--- src/rtl/tmds_pkg.sv ---
// tmds_pkg: shared TMDS symbol constants and scheduler state encoding
package tmds_pkg;
  localparam int TMDS_W = 10;
  localparam int PAIRS = 5;
  localparam logic [TMDS_W-1:0] CTRL_BLANK = 10'b1101010100;
  localparam logic [TMDS_W-1:0] CLOCK_PATTERN = 10'b0000011111;
  typedef enum logic [1:0] {IDLE, PRIME, RUN} state_t;
endpackage

--- src/rtl/tmds_pair_shifter.sv ---
// tmds_pair_shifter: holds one 10-bit symbol and emits its DDR pairs LSB first
module tmds_pair_shifter
  import tmds_pkg::*;
(
  input  logic              clk_shift,
  input  logic              rst,
  input  logic              clr,
  input  logic              load,
  input  logic [2:0]        sel,
  input  logic [TMDS_W-1:0] d,
  output logic [1:0]        q
);
  logic [TMDS_W-1:0] sym;
  always_ff @(posedge clk_shift) begin
    if (rst) begin
      sym <= '0;
      q <= '0;
    end else if (clr) begin
      q <= '0;
    end else if (load) begin
      sym <= d;
      q <= d[1:0];
    end else begin
      q <= sym[{sel, 1'b0} +: 2];
    end
  end
endmodule

--- src/rtl/tmds_ddr_scheduler.sv ---
// tmds_ddr_scheduler: fetches TMDS triples per pixel and serialises them into DDR pairs
module tmds_ddr_scheduler
  import tmds_pkg::*;
#(
  parameter logic [TMDS_W-1:0] CTRL_BLANK_SYM = CTRL_BLANK,
  parameter logic [TMDS_W-1:0] CLOCK_SYM = CLOCK_PATTERN,
  parameter int CNT_W = 16
) (
  input  logic              clk_shift,
  input  logic              rst,
  input  logic              enable,
  input  logic              in_valid,
  output logic              in_ready,
  input  logic [TMDS_W-1:0] in_red,
  input  logic [TMDS_W-1:0] in_green,
  input  logic [TMDS_W-1:0] in_blue,
  output logic [1:0]        out_clock,
  output logic [1:0]        out_red,
  output logic [1:0]        out_green,
  output logic [1:0]        out_blue,
  output logic [2:0]        phase,
  output logic              running,
  output logic              underflow,
  input  logic              underflow_clear,
  output logic [CNT_W-1:0]  underflow_count
);
  state_t state;
  logic last, uf, clr;
  logic [2:0] sel;
  assign last = (state == RUN) && (phase == 3'(PAIRS - 1));
  assign in_ready = (state == PRIME) || (last && enable);
  assign uf = in_ready && !in_valid;
  // lanes go quiet in IDLE/PRIME and right after a symbol that ends with enable low
  assign clr = (state == IDLE) || (last && !enable);
  assign sel = phase + 3'd1;
  tmds_pair_shifter u_clock (.clk_shift(clk_shift), .rst(rst), .clr(clr), .load(in_ready), .sel(sel), .d(CLOCK_SYM), .q(out_clock));
  tmds_pair_shifter u_red (.clk_shift(clk_shift), .rst(rst), .clr(clr), .load(in_ready), .sel(sel), .d(uf ? CTRL_BLANK_SYM : in_red), .q(out_red));
  tmds_pair_shifter u_green (.clk_shift(clk_shift), .rst(rst), .clr(clr), .load(in_ready), .sel(sel), .d(uf ? CTRL_BLANK_SYM : in_green), .q(out_green));
  tmds_pair_shifter u_blue (.clk_shift(clk_shift), .rst(rst), .clr(clr), .load(in_ready), .sel(sel), .d(uf ? CTRL_BLANK_SYM : in_blue), .q(out_blue));
  always_ff @(posedge clk_shift) begin
    if (rst) begin
      state <= IDLE;
      phase <= '0;
      running <= 1'b0;
      underflow <= 1'b0;
      underflow_count <= '0;
    end else begin
      case (state)
        IDLE: if (enable) state <= PRIME;
        PRIME: begin
          state <= RUN;
          phase <= '0;
          running <= 1'b1;
        end
        RUN: if (!last) phase <= phase + 3'd1;
          else begin
            phase <= '0;
            if (!enable) begin
              state <= IDLE;
              running <= 1'b0;
            end
          end
        default: state <= IDLE;
      endcase
      underflow <= (underflow && !underflow_clear) || uf;
      if (uf && !(&underflow_count)) underflow_count <= underflow_count + 1'b1;
    end
  end
endmodule
--- config.mk ---
export PLATFORM = sky130hd
export DESIGN_NAME = tmds_ddr_scheduler
export DESIGN_NICKNAME = d
export VERILOG_FILES = /design/src/rtl/tmds_pkg.sv /design/src/rtl/tmds_pair_shifter.sv /design/src/rtl/tmds_ddr_scheduler.sv
export SDC_FILE = /design/constraint.sdc
export NUM_CORES = 1
export LEC_CHECK = 0
export BUFFER_PORTS_ARGS = -buffer_cell sky130_fd_sc_hd__buf_2
export CORE_ASPECT_RATIO = 1.75
export CORE_MARGIN = 2
export CORE_UTILIZATION = 30
export DETAILED_ROUTE_END_ITERATION = 10
export GPL_TIMING_DRIVEN = 0
export MAX_ROUTING_LAYER = met4
export PLACE_DENSITY_LB_ADDON = 0.1
export RECOVER_POWER = 100
export SYNTH_ARGS = -nofsm -noshare
export SYNTH_HDL_FRONTEND = slang
export SYNTH_HIERARCHICAL = 1
export SYNTH_SLANG_ARGS = --single-unit
--- constraint.sdc ---
create_clock -name clk_shift -period 3.07 [get_ports clk_shift]
set_input_delay 0.307 -clock clk_shift [delete_from_list [all_inputs] [get_ports clk_shift]]
set_output_delay 0.307 -clock clk_shift [all_outputs]
set_load 0.005 [all_outputs]
# Word-level counts from Yosys, hierarchy flattened
# Cells that the tools add are included.
# W data, S select, Z words.
[classes] reduce_logical=20 eq_ne=6 mux=16 n_addsub=2 bitwise=1 n_shift=4
[ops] op="$shiftx A10 B5 Y2" n=4
[ops] op="$mux W10" n=3
[ops] op="$add A16 B1 Y16 const B" n=1
[ops] op="$reduce_and A16 Y1" n=1
[ops] op="$mux W2" n=7
[ops] op="$logic_and A1 B1 Y1" n=6
[ops] op="$ne A2 B2 Y1 const B" n=3
[ops] op="$pmux W2 S3" n=1
[ops] op="$pmux W3 S2" n=1
[ops] op="$reduce_and A3 Y1" n=2
[ops] op="$logic_not A1 Y1" n=4
[ops] op="$add A3 B1 Y3 const B" n=1
[ops] op="$eq A3 B3 Y1 const B" n=1
[ops] op="$logic_or A1 B1 Y1" n=3
[ops] op="$mux W3" n=1
[ops] op="$eq A2 B1 Y1 const B" n=1
[ops] op="$eq A2 B2 Y1 const B" n=1
[ops] op="$logic_not A2 Y1" n=1
[ops] op="$mux W1" n=2
[ops] op="$pmux W1 S2" n=1
[ops] op="$reduce_and A2 Y1" n=1
[ops] op="$reduce_bool A2 Y1" n=1
[ops] op="$reduce_or A2 Y1" n=1
[ops] op="$not A1 Y1" n=1
[totals] ff_bits=62 input_bits=35 out_inout_bits=30 word_cells=62

# Longest topological paths before layout
# Gate-level depths: netlist of the first run.
[logic_depth] depth_word=7 depth_mapped=11 ltp_nobuf=7

# By module
# Netlist of the first run, hierarchy kept.
[by_module_without_submodules] module="tmds_pair_shifter" area_each_um2=531.8 instances=4 cells_per_inst=65
[by_module_without_submodules] module="tmds_ddr_scheduler" area_each_um2=1525.2 instances=1 cells_per_inst=187

# Worst setup path before layout of the first run
# No wires, ideal clock.
[synth_path] path_kind="reg-to-reg" startpoint="reg phase[0]" endpoint="reg u_blue.q[1]" n_path_buf=4 slack_ps=840 period_less_slack_ps=2230 required_ps=2951 t_arrival_ps=2112 path_stages_with_launch=11 setup_ps=119 path_cell_list="dfxtp_1 -> inv_1 -> ha_1 -> a41oi_2 -> or2_0 -> buf_2 -> buf_6 -> buf_2 -> clkbuf_1 -> and2_1 -> o221a_2"
[synth_between] elab_cells_between_ends=12
[synth_rtl] item="start: declaration" line_no="tmds_ddr_scheduler.sv:21" rtl="output logic [2:0] phase,"
[synth_rtl] item="start signal: assignment" line_no="tmds_ddr_scheduler.sv:55" rtl="RUN: if (!last) phase <= phase + 3'd1;"
[synth_rtl] item="$add A3 B1 Y3" line_no="tmds_ddr_scheduler.sv:35" rtl="assign sel = phase + 3'd1;"
[synth_rtl] item="net sel[0]" line_no="tmds_ddr_scheduler.sv:29" rtl="logic [2:0] sel;"
[synth_rtl] item="$shiftx A10 B5 Y2" line_no="tmds_pair_shifter.sv:24" rtl="q <= sym[{sel, 1'b0} +: 2];"
[synth_rtl] item="$mux W2" line_no="tmds_pair_shifter.sv:20" rtl="end else if (load) begin"
[synth_rtl] item="end signal: assignment" line_no="tmds_pair_shifter.sv:22" rtl="q <= d[1:0];"
[synth_rtl] item="end signal: assignment" line_no="tmds_pair_shifter.sv:24"
[synth_rtl] item="end: declaration" line_no="tmds_pair_shifter.sv:11" rtl="output logic [1:0] q"
# The timed path passes the listed nets, and every way through them passes these cells.
# A chain may end at the register's enable or synchronous reset.

# Worst setup path after layout of the first run
[layout_path] startpoint="reg phase[0]" endpoint="reg u_red.q[0]"
[layout_between] elab_cells_between_ends=12
[layout_rtl] item="$add A3 B1 Y3" line_no="tmds_ddr_scheduler.sv:35"
[layout_rtl] item="net sel[0]" line_no="tmds_ddr_scheduler.sv:29"
[layout_rtl] item="$shiftx A10 B5 Y2" line_no="tmds_pair_shifter.sv:24"
[layout_rtl] item="$mux W2" line_no="tmds_pair_shifter.sv:20"
[layout_rtl] item="end signal: assignment" line_no="tmds_pair_shifter.sv:22"
[layout_rtl] item="end signal: assignment" line_no="tmds_pair_shifter.sv:24"
[layout_rtl] item="end: declaration" line_no="tmds_pair_shifter.sv:11"
# The timed path passes the listed nets, and every way through them passes these cells.

==> results.sh, run 1 <==
export IMPL_seq_area_sq_um=1420
export IMPL_n_fill_cell=1300
export IMPL_synth_top_cell_area_share=0.389
export IMPL_dpl_hpwl_um=7270
export IMPL_r2r_start="phase[0]$_SDFFE_PP0P_"
export IMPL_swShare=0.315
export IMPL_coreArea_sq_um=11900
export IMPL_portBuffers=64
export IMPL_critPathMaxFanout=10
export IMPL_antenna_found_initial=0
export IMPL_track_usage=0.164
export IMPL_tightest_slew_ns=0.896
export IMPL_slew_headroom=0.402
export IMPL_worstSkewPairLatency_ns=0.33
export IMPL_reg2reg_slack_ns=0.35
export IMPL_ys_types=40
export IMPL_hp_start="underflow_clear"
export IMPL_fin_crit_sh=0.885
export IMPL_critical_path_class="register to register"
export IMPL_setup_tns_ns=0
export IMPL_die_y_um=150
export IMPL_clk_pin_slew_ns=0.06
export IMPL_syn_area_sq_um=3650
export IMPL_min_delay_worst_endpoint="underflow$_SDFF_PP0_"
export IMPL_dr_pass1_iters=4
export IMPL_crit_arrival_ns=2.97
export IMPL_fin_nets=574
export IMPL_path_delay_family="buffers and inverters"
export IMPL_grt_pass1_wl_um=16200
export IMPL_post_route_util=0.373
export IMPL_crit_slowest_cell="clkbuf_1"
export IMPL_initial_core_util=0.306
export IMPL_drt_iter0_drc=137
export IMPL_ys_ff_latch=71
export IMPL_ys_flop_type="dfxtp_1"
export IMPL_drt_total_wl_um=9960
export IMPL_async_flop_share=0
export IMPL_rsz0062_at_grt="no"
export IMPL_worst_ep_required_time_ns=3.32
export IMPL_ys_seq_area_frac=0.389
export IMPL_fin_crit_ns=2.72
export IMPL_drtAntennaViolNets=0
export IMPL_internal_power_mw=1.95
export IMPL_power_density_nw_per_um2=639
export IMPL_drc=0
export IMPL_ios=65
export IMPL_p_leak_nw=1.79
export IMPL_layout_commonest_cell="nand2_1"
export IMPL_wl_per_cell_um=14.8
export IMPL_drive_gt1_frac=0.181
export IMPL_cts_resized=0
export IMPL_cts_buffer_depth=2
export IMPL_cts_buffers=9
export IMPL_die_area_sq_um=13100
export IMPL_multi_input_area_sq_um=2060
export IMPL_finalHoldViolations=0
export IMPL_timing_rr_end="u_red/q[0]$_SDFF_PP0_"
export IMPL_grt_start_max_net_pins=22
export IMPL_p_switching_mw=0.895
export IMPL_setup_viol=0
export IMPL_ys_warn_count=6
export IMPL_max_freq_mhz=368
export IMPL_endpoint_kind="register"
export IMPL_yosys_area_top_type="dfxtp_1"
export IMPL_area_growth_pct=21.9
export IMPL_power_frac_comb=0.247
export IMPL_min_path_type="input port to register"
export IMPL_avgSynthCellArea_sq_um=8.17
export IMPL_htree_levels=3
export IMPL_post_cts_buffers=0
export IMPL_drv_slew=0
export IMPL_die_w_um=87.4
export IMPL_place_congestion=0.794
export IMPL_holdBufCountCts=0
export IMPL_synth_edf_count=0
export IMPL_n_antenna_cell=0
export IMPL_peakVddDrop_uv=286
export IMPL_final_cell_mix="nand2_1, dfxtp_1, buf_2"
export IMPL_skew_ns=0.00703
export IMPL_worstPathCellList="inv_1 > ha_1 > a41oi_2 > or2_0 > buf_2 > buf_6 > clkbuf_1 > and2_0 > o21ai_0 > a31oi_1"
export IMPL_cts_sinks=71
export IMPL_maxCapViolations=0
export IMPL_worstPathBufferInverterCount=4
export IMPL_synthTopCellsByArea="dfxtp_1, nand2_1, a21oi_1"
export IMPL_r2r_worst_path_cells=10
export IMPL_synth_cells=447
export IMPL_slowest_delay_ns=0.43
export IMPL_rows=53
export IMPL_tritoncts="done"
export IMPL_vias=3327
export IMPL_via_per_inst=4.94
export IMPL_seq_power_share=0.380
export IMPL_cts_root_buf="clkbuf_16"
export IMPL_hold_depth=3
export IMPL_cp_start_kind="register"
export IMPL_grt_pass1_vias=3254
export IMPL_p_clk_frac=0.374
export IMPL_outcome="completed"
export IMPL_overflow=0
## worst max-delay path by stage
stage / startpoint / to / slack [ns] / cells past startpoint
2_1_floorplan: phase[0]$_SDFFE_PP0P_ / u_blue/q[1]$_SDFF_PP0_ / 0.84 / 10
3_3_place_gp: phase[0]$_SDFFE_PP0P_ / u_blue/q[0]$_SDFF_PP0_ / 0.16 / 11
3_5_place_dp: phase[0]$_SDFFE_PP0P_ / u_blue/q[0]$_SDFF_PP0_ / 0.15 / 11
4_1_cts: phase[0]$_SDFFE_PP0P_ / u_blue/q[0]$_SDFF_PP0_ / 0.11 / 11
5_1_grt: phase[0]$_SDFFE_PP0P_ / u_red/q[0]$_SDFF_PP0_ / 0.08 / 10
6_report: phase[0]$_SDFFE_PP0P_ / u_red/q[0]$_SDFF_PP0_ / 0.35 / 10
## tightest hold or removal path, cell delays in order
cell and delay (ns):
buf_2 0.08, nand2b_1 0.10, a21oi_1 0.06
## power by group through the flow
stage               clock network (mW)  registers [mW]  logic, mW
floorplan                            0            1.09      0.505
finish                            1.06            1.08      0.702
global placement                     0            1.10      0.719
detailed placement                   0            1.10      0.725
CTS                               1.09            1.08      0.728
global route                      1.12            1.09      0.800
## cell usage after synthesis (2+ instances only)
master      n
o21ai_0    10
ha_1        8
and4bb_2    4
nand3_1     7
o31ai_1    10
conb_1      2
nand4_1     6
nor2_1     22
nor4_1      5
a31oi_1     5
a21oi_1    52
inv_1      12
clkbuf_1   11
and4_1      6
or3_1       6
and3_1      2
or2_2       5
buf_2      11
o221a_2     4
mux2i_1    18
nor2b_1    10
nand4bb_1   4
nand2_1    87
and2_1     16
mux2_2      3
mux2_1      4
or4_1       5
nand2b_1   26
dfxtp_1    71
buf_6       5
## routing by layer
metal	GRT usage	share of wire	vias to the layer above	wire, um
li1	-	-	1693	-
met5	-	0	-	0
met1	0.174	0.41	1545	4130
met4	0.0592	0.018	0	178
met3	0.0276	0.036	12	355
met2	0.298	0.53	77	5300
## sequential cells by signal (all words and copies together) (netlist names)
name / cells
u_blue/q: 2
u_blue/sym: 10
u_red/q: 2
u_green/q: 2
state: 2
u_clock/q: 2
underflow_count: 16
underflow: 1
u_clock/sym: 10
phase: 3
u_green/sym: 10
running: 1
u_red/sym: 10
## per-stage QoR
step / instances / hold WS (ns) / cell area, sq um / setup slack [ns] / power (mW)
final: 673 / 0.270 / 4450 / 0.352 / 2.84
after detailed placement: 658 / 0.447 / 4180 / 0.146 / 1.82
after CTS: 674 / 0.258 / 4480 / 0.110 / 2.89
after global placement: 658 / 0.442 / 4180 / 0.157 / 1.82
after floorplan: 457 / 0.432 / 3690 / 0.840 / 1.59
after global routing: 673 / 0.313 / 4450 / 0.0828 / 3.02
## area by class of cell
type | instances | area share
inverters | 12 | 0.0101
clock buffers | 11 | 0.0545
flip-flops and latches | 71 | 0.319
clock inverters | 5 | 0.0129
repair buffers | 64 | 0.0677
multi-input cells | 347 | 0.464
well taps | 137 | 0.0385
plain buffers | 26 | 0.0332
## kinds of logic after synthesis
kind of cell	share of synthesized area
other cells	0.00206
mux	0.0709
buf+inv	0.0541
compound gates	0.144
xor+xnor	0.00240
fa+ha+maj	0.0274
flops	0.389
simple gates	0.310
Note: power is estimated with default switching activity, not from simulation.
==> inputs of run 2 (changes only) <==
--- a/config.mk
+++ b/config.mk
@@ -13,7 +13,7 @@
 export GPL_TIMING_DRIVEN = 0
 export MAX_ROUTING_LAYER = met4
 export PLACE_DENSITY_LB_ADDON = 0.1
-export RECOVER_POWER = 100
+export RECOVER_POWER = 50
 export SYNTH_ARGS = -nofsm -noshare
 export SYNTH_HDL_FRONTEND = slang
 export SYNTH_HIERARCHICAL = 1
==> results.sh, run 2 (synthesis results as in run 1) <==
export IMPL_tritoncts="done"
export IMPL_cp_start_kind="register"
export IMPL_path_delay_family="buffers and inverters"
export IMPL_ios=65
export IMPL_dpl_hpwl_um=7270
export IMPL_initial_core_util=0.306
export IMPL_grt_pass1_vias=3254
export IMPL_place_congestion=0.794
export IMPL_r2r_start="phase[0]$_SDFFE_PP0P_"
export IMPL_via_per_inst=4.92
export IMPL_pre_cts_slack_ns=0.146
export IMPL_n_fill_cell=1298
export IMPL_crit_slowest_cell="clkbuf_1"
export IMPL_fin_crit_ns=2.70
export IMPL_drtAntennaViolNets=0
export IMPL_cts_root_buf="clkbuf_16"
export IMPL_max_freq_mhz=371
export IMPL_portBuffers=64
export IMPL_clk_pin_slew_ns=0.06
export IMPL_layout_commonest_cell="nand2_1"
export IMPL_min_delay_worst_endpoint="underflow$_SDFF_PP0_"
export IMPL_outcome="completed"
export IMPL_critPathMaxFanout=10
export IMPL_drv_slew=0
export IMPL_endpoint_kind="register"
export IMPL_grt_start_max_net_pins=22
export IMPL_skew_ns=0.00704
export IMPL_coreArea_sq_um=11900
export IMPL_die_w_um=87.4
export IMPL_track_usage=0.164
export IMPL_die_area_sq_um=13100
export IMPL_fin_nets=574
export IMPL_die_y_um=150
export IMPL_holdBufCountCts=0
export IMPL_final_cell_mix="nand2_1, dfxtp_1, buf_2"
export IMPL_grt_pass1_wl_um=16200
export IMPL_peakVddDrop_uv=285
export IMPL_tightest_slew_ns=0.900
export IMPL_largest_register="underflow_count"
export IMPL_overflow=0
export IMPL_p_leak_nw=1.79
export IMPL_drc=0
export IMPL_wl_per_cell_um=14.7
export IMPL_n_antenna_cell=0
export IMPL_slew_headroom=0.400
export IMPL_setup_tns_ns=0
export IMPL_cts_resized=0
export IMPL_finalHoldViolations=0
export IMPL_layout_setup_ws_ns=0.372
export IMPL_r2r_worst_path_cells=10
export IMPL_post_cts_buffers=0
export IMPL_largest_reg_flops=16
export IMPL_setup_viol=0
export IMPL_critical_path_class="register to register"
export IMPL_worstPathBufferInverterCount=4
export IMPL_area_growth_pct=22.3
export IMPL_dp_cells=658
export IMPL_hold_depth=3
export IMPL_rows=53
export IMPL_worstSkewPairLatency_ns=0.33
export IMPL_layout_cells_non_filler=673
export IMPL_fin_crit_sh=0.879
export IMPL_cts_buffer_depth=2
export IMPL_drt_total_wl_um=9900
export IMPL_slowest_delay_ns=0.42
export IMPL_hp_start="underflow_clear"
export IMPL_antenna_found_initial=0
export IMPL_cts_sinks=71
export IMPL_maxCapViolations=0
export IMPL_power_density_nw_per_um2=636
export IMPL_cts_buffers=9
export IMPL_drive_gt1_frac=0.185
export IMPL_dr_pass1_iters=4
export IMPL_crit_arrival_ns=2.95
export IMPL_min_path_type="input port to register"
export IMPL_hold_worst_slack_ns=0.268
export IMPL_htree_levels=3
export IMPL_p_total_mw=2.84
export IMPL_drt_iter0_drc=131
export IMPL_rsz0062_at_grt="no"
export IMPL_timing_rr_end="u_red/q[0]$_SDFF_PP0_"
export IMPL_vias=3311
export IMPL_worst_ep_required_time_ns=3.32
export IMPL_worstPathCellList="inv_1 > ha_1 > a41oi_2 > or2_0 > buf_2 > buf_6 > clkbuf_1 > and2_1 > o21ai_0 > a31oi_1"
export IMPL_reg2reg_slack_ns=0.37
==> run 2: worst max-delay path by stage <==
stage | cells past startpoint | startpoint | slack (ns) | end
2_1_floorplan | 10 | phase[0]$_SDFFE_PP0P_ | 0.84 | u_blue/q[1]$_SDFF_PP0_
3_3_place_gp | 11 | phase[0]$_SDFFE_PP0P_ | 0.16 | u_blue/q[0]$_SDFF_PP0_
3_5_place_dp | 11 | phase[0]$_SDFFE_PP0P_ | 0.15 | u_blue/q[0]$_SDFF_PP0_
4_1_cts | 11 | phase[0]$_SDFFE_PP0P_ | 0.11 | u_blue/q[0]$_SDFF_PP0_
5_1_grt | 10 | phase[0]$_SDFFE_PP0P_ | 0.11 | u_red/q[0]$_SDFF_PP0_
6_report | 10 | phase[0]$_SDFFE_PP0P_ | 0.37 | u_red/q[0]$_SDFF_PP0_
==> run 2: through the flow <==
| step | util | area (sq um) |
|---|---|---|
| 6_report | 0.374 | 4470 |
| 5_1_grt | 0.374 | 4470 |
| 4_1_cts | 0.375 | 4480 |
| 3_5_place_dp | 0.350 | 4180 |
| 3_3_place_gp | 0.350 | 4180 |
| 2_1_floorplan | - | 3690 |
==> run 2: where the power goes <==
part / leakage (nW) / total, mW / switching [mW] / internal [mW]
sequential: 0.575 / 1.08 / 0.0528 / 1.03
combinational: 1.08 / 0.704 / 0.430 / 0.274
clock: 0.138 / 1.06 / 0.408 / 0.650
total: 1.79 / 2.84 / 0.891 / 1.95
==> run 2: layout make-up <==
| type | count | area, sq um | share of cell area |
|---|---|---|---|
| well taps | 137 | 171 | 0.0384 |
| clock inverters | 5 | 57.6 | 0.0129 |
| repair buffers | 64 | 302 | 0.0675 |
| clock buffers | 11 | 243 | 0.0544 |
| multi-input cells | 347 | 2080 | 0.465 |
| flip-flops and latches | 71 | 1420 | 0.318 |
| inverters | 12 | 45.0 | 0.0101 |
| plain buffers | 26 | 148 | 0.0331 |
==> run 2: worst min-delay path: cells and delay by family <==
kind,cells,cell delay (ns)
and+or+nand+nor,1,0.10
buffers and inverters,1,0.08
AOI/OAI and AO/OA,1,0.06
==> run 2: per-layer routing <==
layer | wire length (um) | global-route usage | vias to the layer above | share of wire
li1 | - | - | 1695 | -
met1 | 4130 | 0.174 | 1534 | 0.42
met2 | 5310 | 0.298 | 70 | 0.54
met3 | 289 | 0.0276 | 12 | 0.029
met4 | 163 | 0.0592 | 0 | 0.016
met5 | 0 | - | - | 0
==> inputs of run 3 (changes only) <==
--- a/config.mk
+++ b/config.mk
@@ -6,9 +6,10 @@
 export NUM_CORES = 1
 export LEC_CHECK = 0
 export BUFFER_PORTS_ARGS = -buffer_cell sky130_fd_sc_hd__buf_2
-export CORE_ASPECT_RATIO = 1.75
+export CORE_ASPECT_RATIO = 1.2
 export CORE_MARGIN = 2
 export CORE_UTILIZATION = 30
+export CTS_CLUSTER_SIZE = 8
 export DETAILED_ROUTE_END_ITERATION = 10
 export GPL_TIMING_DRIVEN = 0
 export MAX_ROUTING_LAYER = met4
==> results.sh, run 3 (synthesis results as in run 1) <==
export IMPL_cts_resized=0
export IMPL_crit_slowest_cell="dfxtp_1"
export IMPL_die_y_um=125
export IMPL_max_freq_mhz=360
export IMPL_cts_buffer_depth=2
export IMPL_die_w_um=105
export IMPL_grt_pass1_vias=3058
export IMPL_slew_headroom=0.438
export IMPL_tightest_slew_ns=0.842
export IMPL_power_density_nw_per_um2=638
export IMPL_pre_cts_slack_ns=0.218
export IMPL_endpoint_kind="register"
export IMPL_cp_start_kind="register"
export IMPL_layout_commonest_cell="nand2_1"
export IMPL_power_frac_comb=0.247
export IMPL_drive_gt1_frac=0.196
export IMPL_grt_start_max_net_pins=22
export IMPL_grt_pass1_wl_um=15400
export IMPL_p_clk_frac=0.379
export IMPL_crit_arrival_ns=3.04
export IMPL_path_delay_family="buffers and inverters"
export IMPL_timing_rr_end="u_blue/q[0]$_SDFF_PP0_"
export IMPL_hold_depth=3
export IMPL_min_delay_worst_endpoint="underflow$_SDFF_PP0_"
export IMPL_htree_levels=3
export IMPL_largest_register="underflow_count"
export IMPL_r2r_start="phase[0]$_SDFFE_PP0P_"
export IMPL_initial_core_util=0.304
export IMPL_maxCapViolations=0
export IMPL_finalHoldViolations=0
export IMPL_place_congestion=0.773
export IMPL_area_growth_pct=23.7
export IMPL_drt_total_wl_um=9600
export IMPL_swShare=0.307
export IMPL_die_area_sq_um=13100
export IMPL_rsz0062_at_grt="no"
export IMPL_via_per_inst=4.74
export IMPL_worst_ep_required_time_ns=3.33
export IMPL_min_path_type="input port to register"
export IMPL_final_cell_mix="nand2_1, dfxtp_1, buf_2"
export IMPL_p_switching_mw=0.886
export IMPL_holdBufCountCts=0
export IMPL_cts_sinks=71
export IMPL_n_antenna_cell=0
export IMPL_coreArea_sq_um=12000
export IMPL_rows=44
export IMPL_wl_per_cell_um=13.7
export IMPL_fin_crit_ns=2.78
export IMPL_reg2reg_slack_ns=0.29
export IMPL_drc=0
export IMPL_p_leak_nw=1.84
export IMPL_tritoncts="done"
export IMPL_dpl_hpwl_um=6800
export IMPL_worstSkewPairLatency_ns=0.34
export IMPL_cts_root_buf="clkbuf_16"
export IMPL_dr_pass1_iters=4
export IMPL_setup_tns_ns=0
export IMPL_ios=65
export IMPL_hold_worst_slack_ns=0.232
export IMPL_layout_setup_ws_ns=0.291
export IMPL_antenna_found_initial=0
export IMPL_worstPathBufferInverterCount=5
export IMPL_clk_pin_slew_ns=0.06
export IMPL_drtAntennaViolNets=0
export IMPL_vias=3308
export IMPL_drt_iter0_drc=106
export IMPL_largest_reg_flops=16
export IMPL_setup_viol=0
export IMPL_portBuffers=64
export IMPL_worstPathCellList="inv_1 > ha_1 > a41oi_2 > or2_0 > buf_2 > buf_6 > buf_2 > clkbuf_1 > and2_1 > o21ai_0 > a31oi_1"
export IMPL_path_common_cell="buf_2"
export IMPL_cts_buffers=9
export IMPL_critPathMaxFanout=10
export IMPL_critical_path_class="register to register"
export IMPL_track_usage=0.153
export IMPL_hp_start="underflow_clear"
export IMPL_post_cts_buffers=0
export IMPL_drv_slew=0
export IMPL_outcome="completed"
export IMPL_overflow=0
export IMPL_r2r_worst_path_cells=11
export IMPL_skew_ns=0.00604
export IMPL_seq_power_share=0.374
export IMPL_fin_nets=575
export IMPL_peakVddDrop_uv=209
export IMPL_fin_crit_sh=0.905
export IMPL_internal_power_mw=2.00
export IMPL_slowest_delay_ns=0.39
run 3: changes by cell type in the layout (fill, tap and decap cells not counted), sizes merged:
cell / delta
buf: +7
clkbuf: -4
clkinvlp: -3
clkinv: +1
run 3: per-layer routing:
layer / vias to the layer above / global-route usage / routed length (um)
met2: 67 / 0.242 / 4510
met1: 1530 / 0.194 / 4580
li1: 1699 / - / -
met3: 12 / 0.0230 / 361
met5: - / - / 0
met4: 0 / 0.0635 / 143
run 3: worst reg2reg max path, cell delays in order (launching register included):
cell and delay [ns]:
dfxtp_1 0.39, inv_1 0.20, ha_1 0.31, a41oi_2 0.25, or2_0 0.13, buf_2 0.17, buf_6 0.16, buf_2 0.26
clkbuf_1 0.37, and2_1 0.22, o21ai_0 0.10, a31oi_1 0.15
run 3: area by class of cell:
cell class | count | area, sq um
fill | 1345 | 7480
multi-input combinational | 347 | 2080
sequential | 71 | 1420
timing repair buffer | 64 | 309
clock buffer | 13 | 270
tap | 161 | 201
buffer | 27 | 151
inverter | 12 | 45.0
clock inverter | 3 | 40.0
run 3: power groups by stage:
stage               logic [mW]  clock network, mW  registers (mW)
CTS                      0.726               1.12            1.08
global route             0.796               1.17            1.10
floorplan                0.505                  0            1.09
detailed placement       0.724                  0            1.10
global placement         0.715                  0            1.10
finish                   0.711               1.09            1.08
run 3: metrics by stage:
step                      power [mW]  instances   util  cell area (sq um)
after floorplan                 1.59        457      -               3690
after global placement          1.81        682  0.351               4210
after detailed placement        1.82        682  0.351               4210
after CTS                       2.93        698  0.377               4520
after global routing            3.06        698  0.376               4520
final                           2.88        698  0.376               4520
run 3: how the worst max path moves through the flow:
stage,depth (start not counted),slack [ns],from,to
CTS,11,0.19,phase[0]$_SDFFE_PP0P_,u_blue/q[0]$_SDFF_PP0_
global route,11,0.06,phase[0]$_SDFFE_PP0P_,u_blue/q[0]$_SDFF_PP0_
global placement,11,0.23,phase[0]$_SDFFE_PP0P_,u_blue/q[0]$_SDFF_PP0_
finish,11,0.29,phase[0]$_SDFFE_PP0P_,u_blue/q[0]$_SDFF_PP0_
floorplan,10,0.84,phase[0]$_SDFFE_PP0P_,u_blue/q[1]$_SDFF_PP0_
detailed placement,11,0.22,phase[0]$_SDFFE_PP0P_,u_blue/q[0]$_SDFF_PP0_
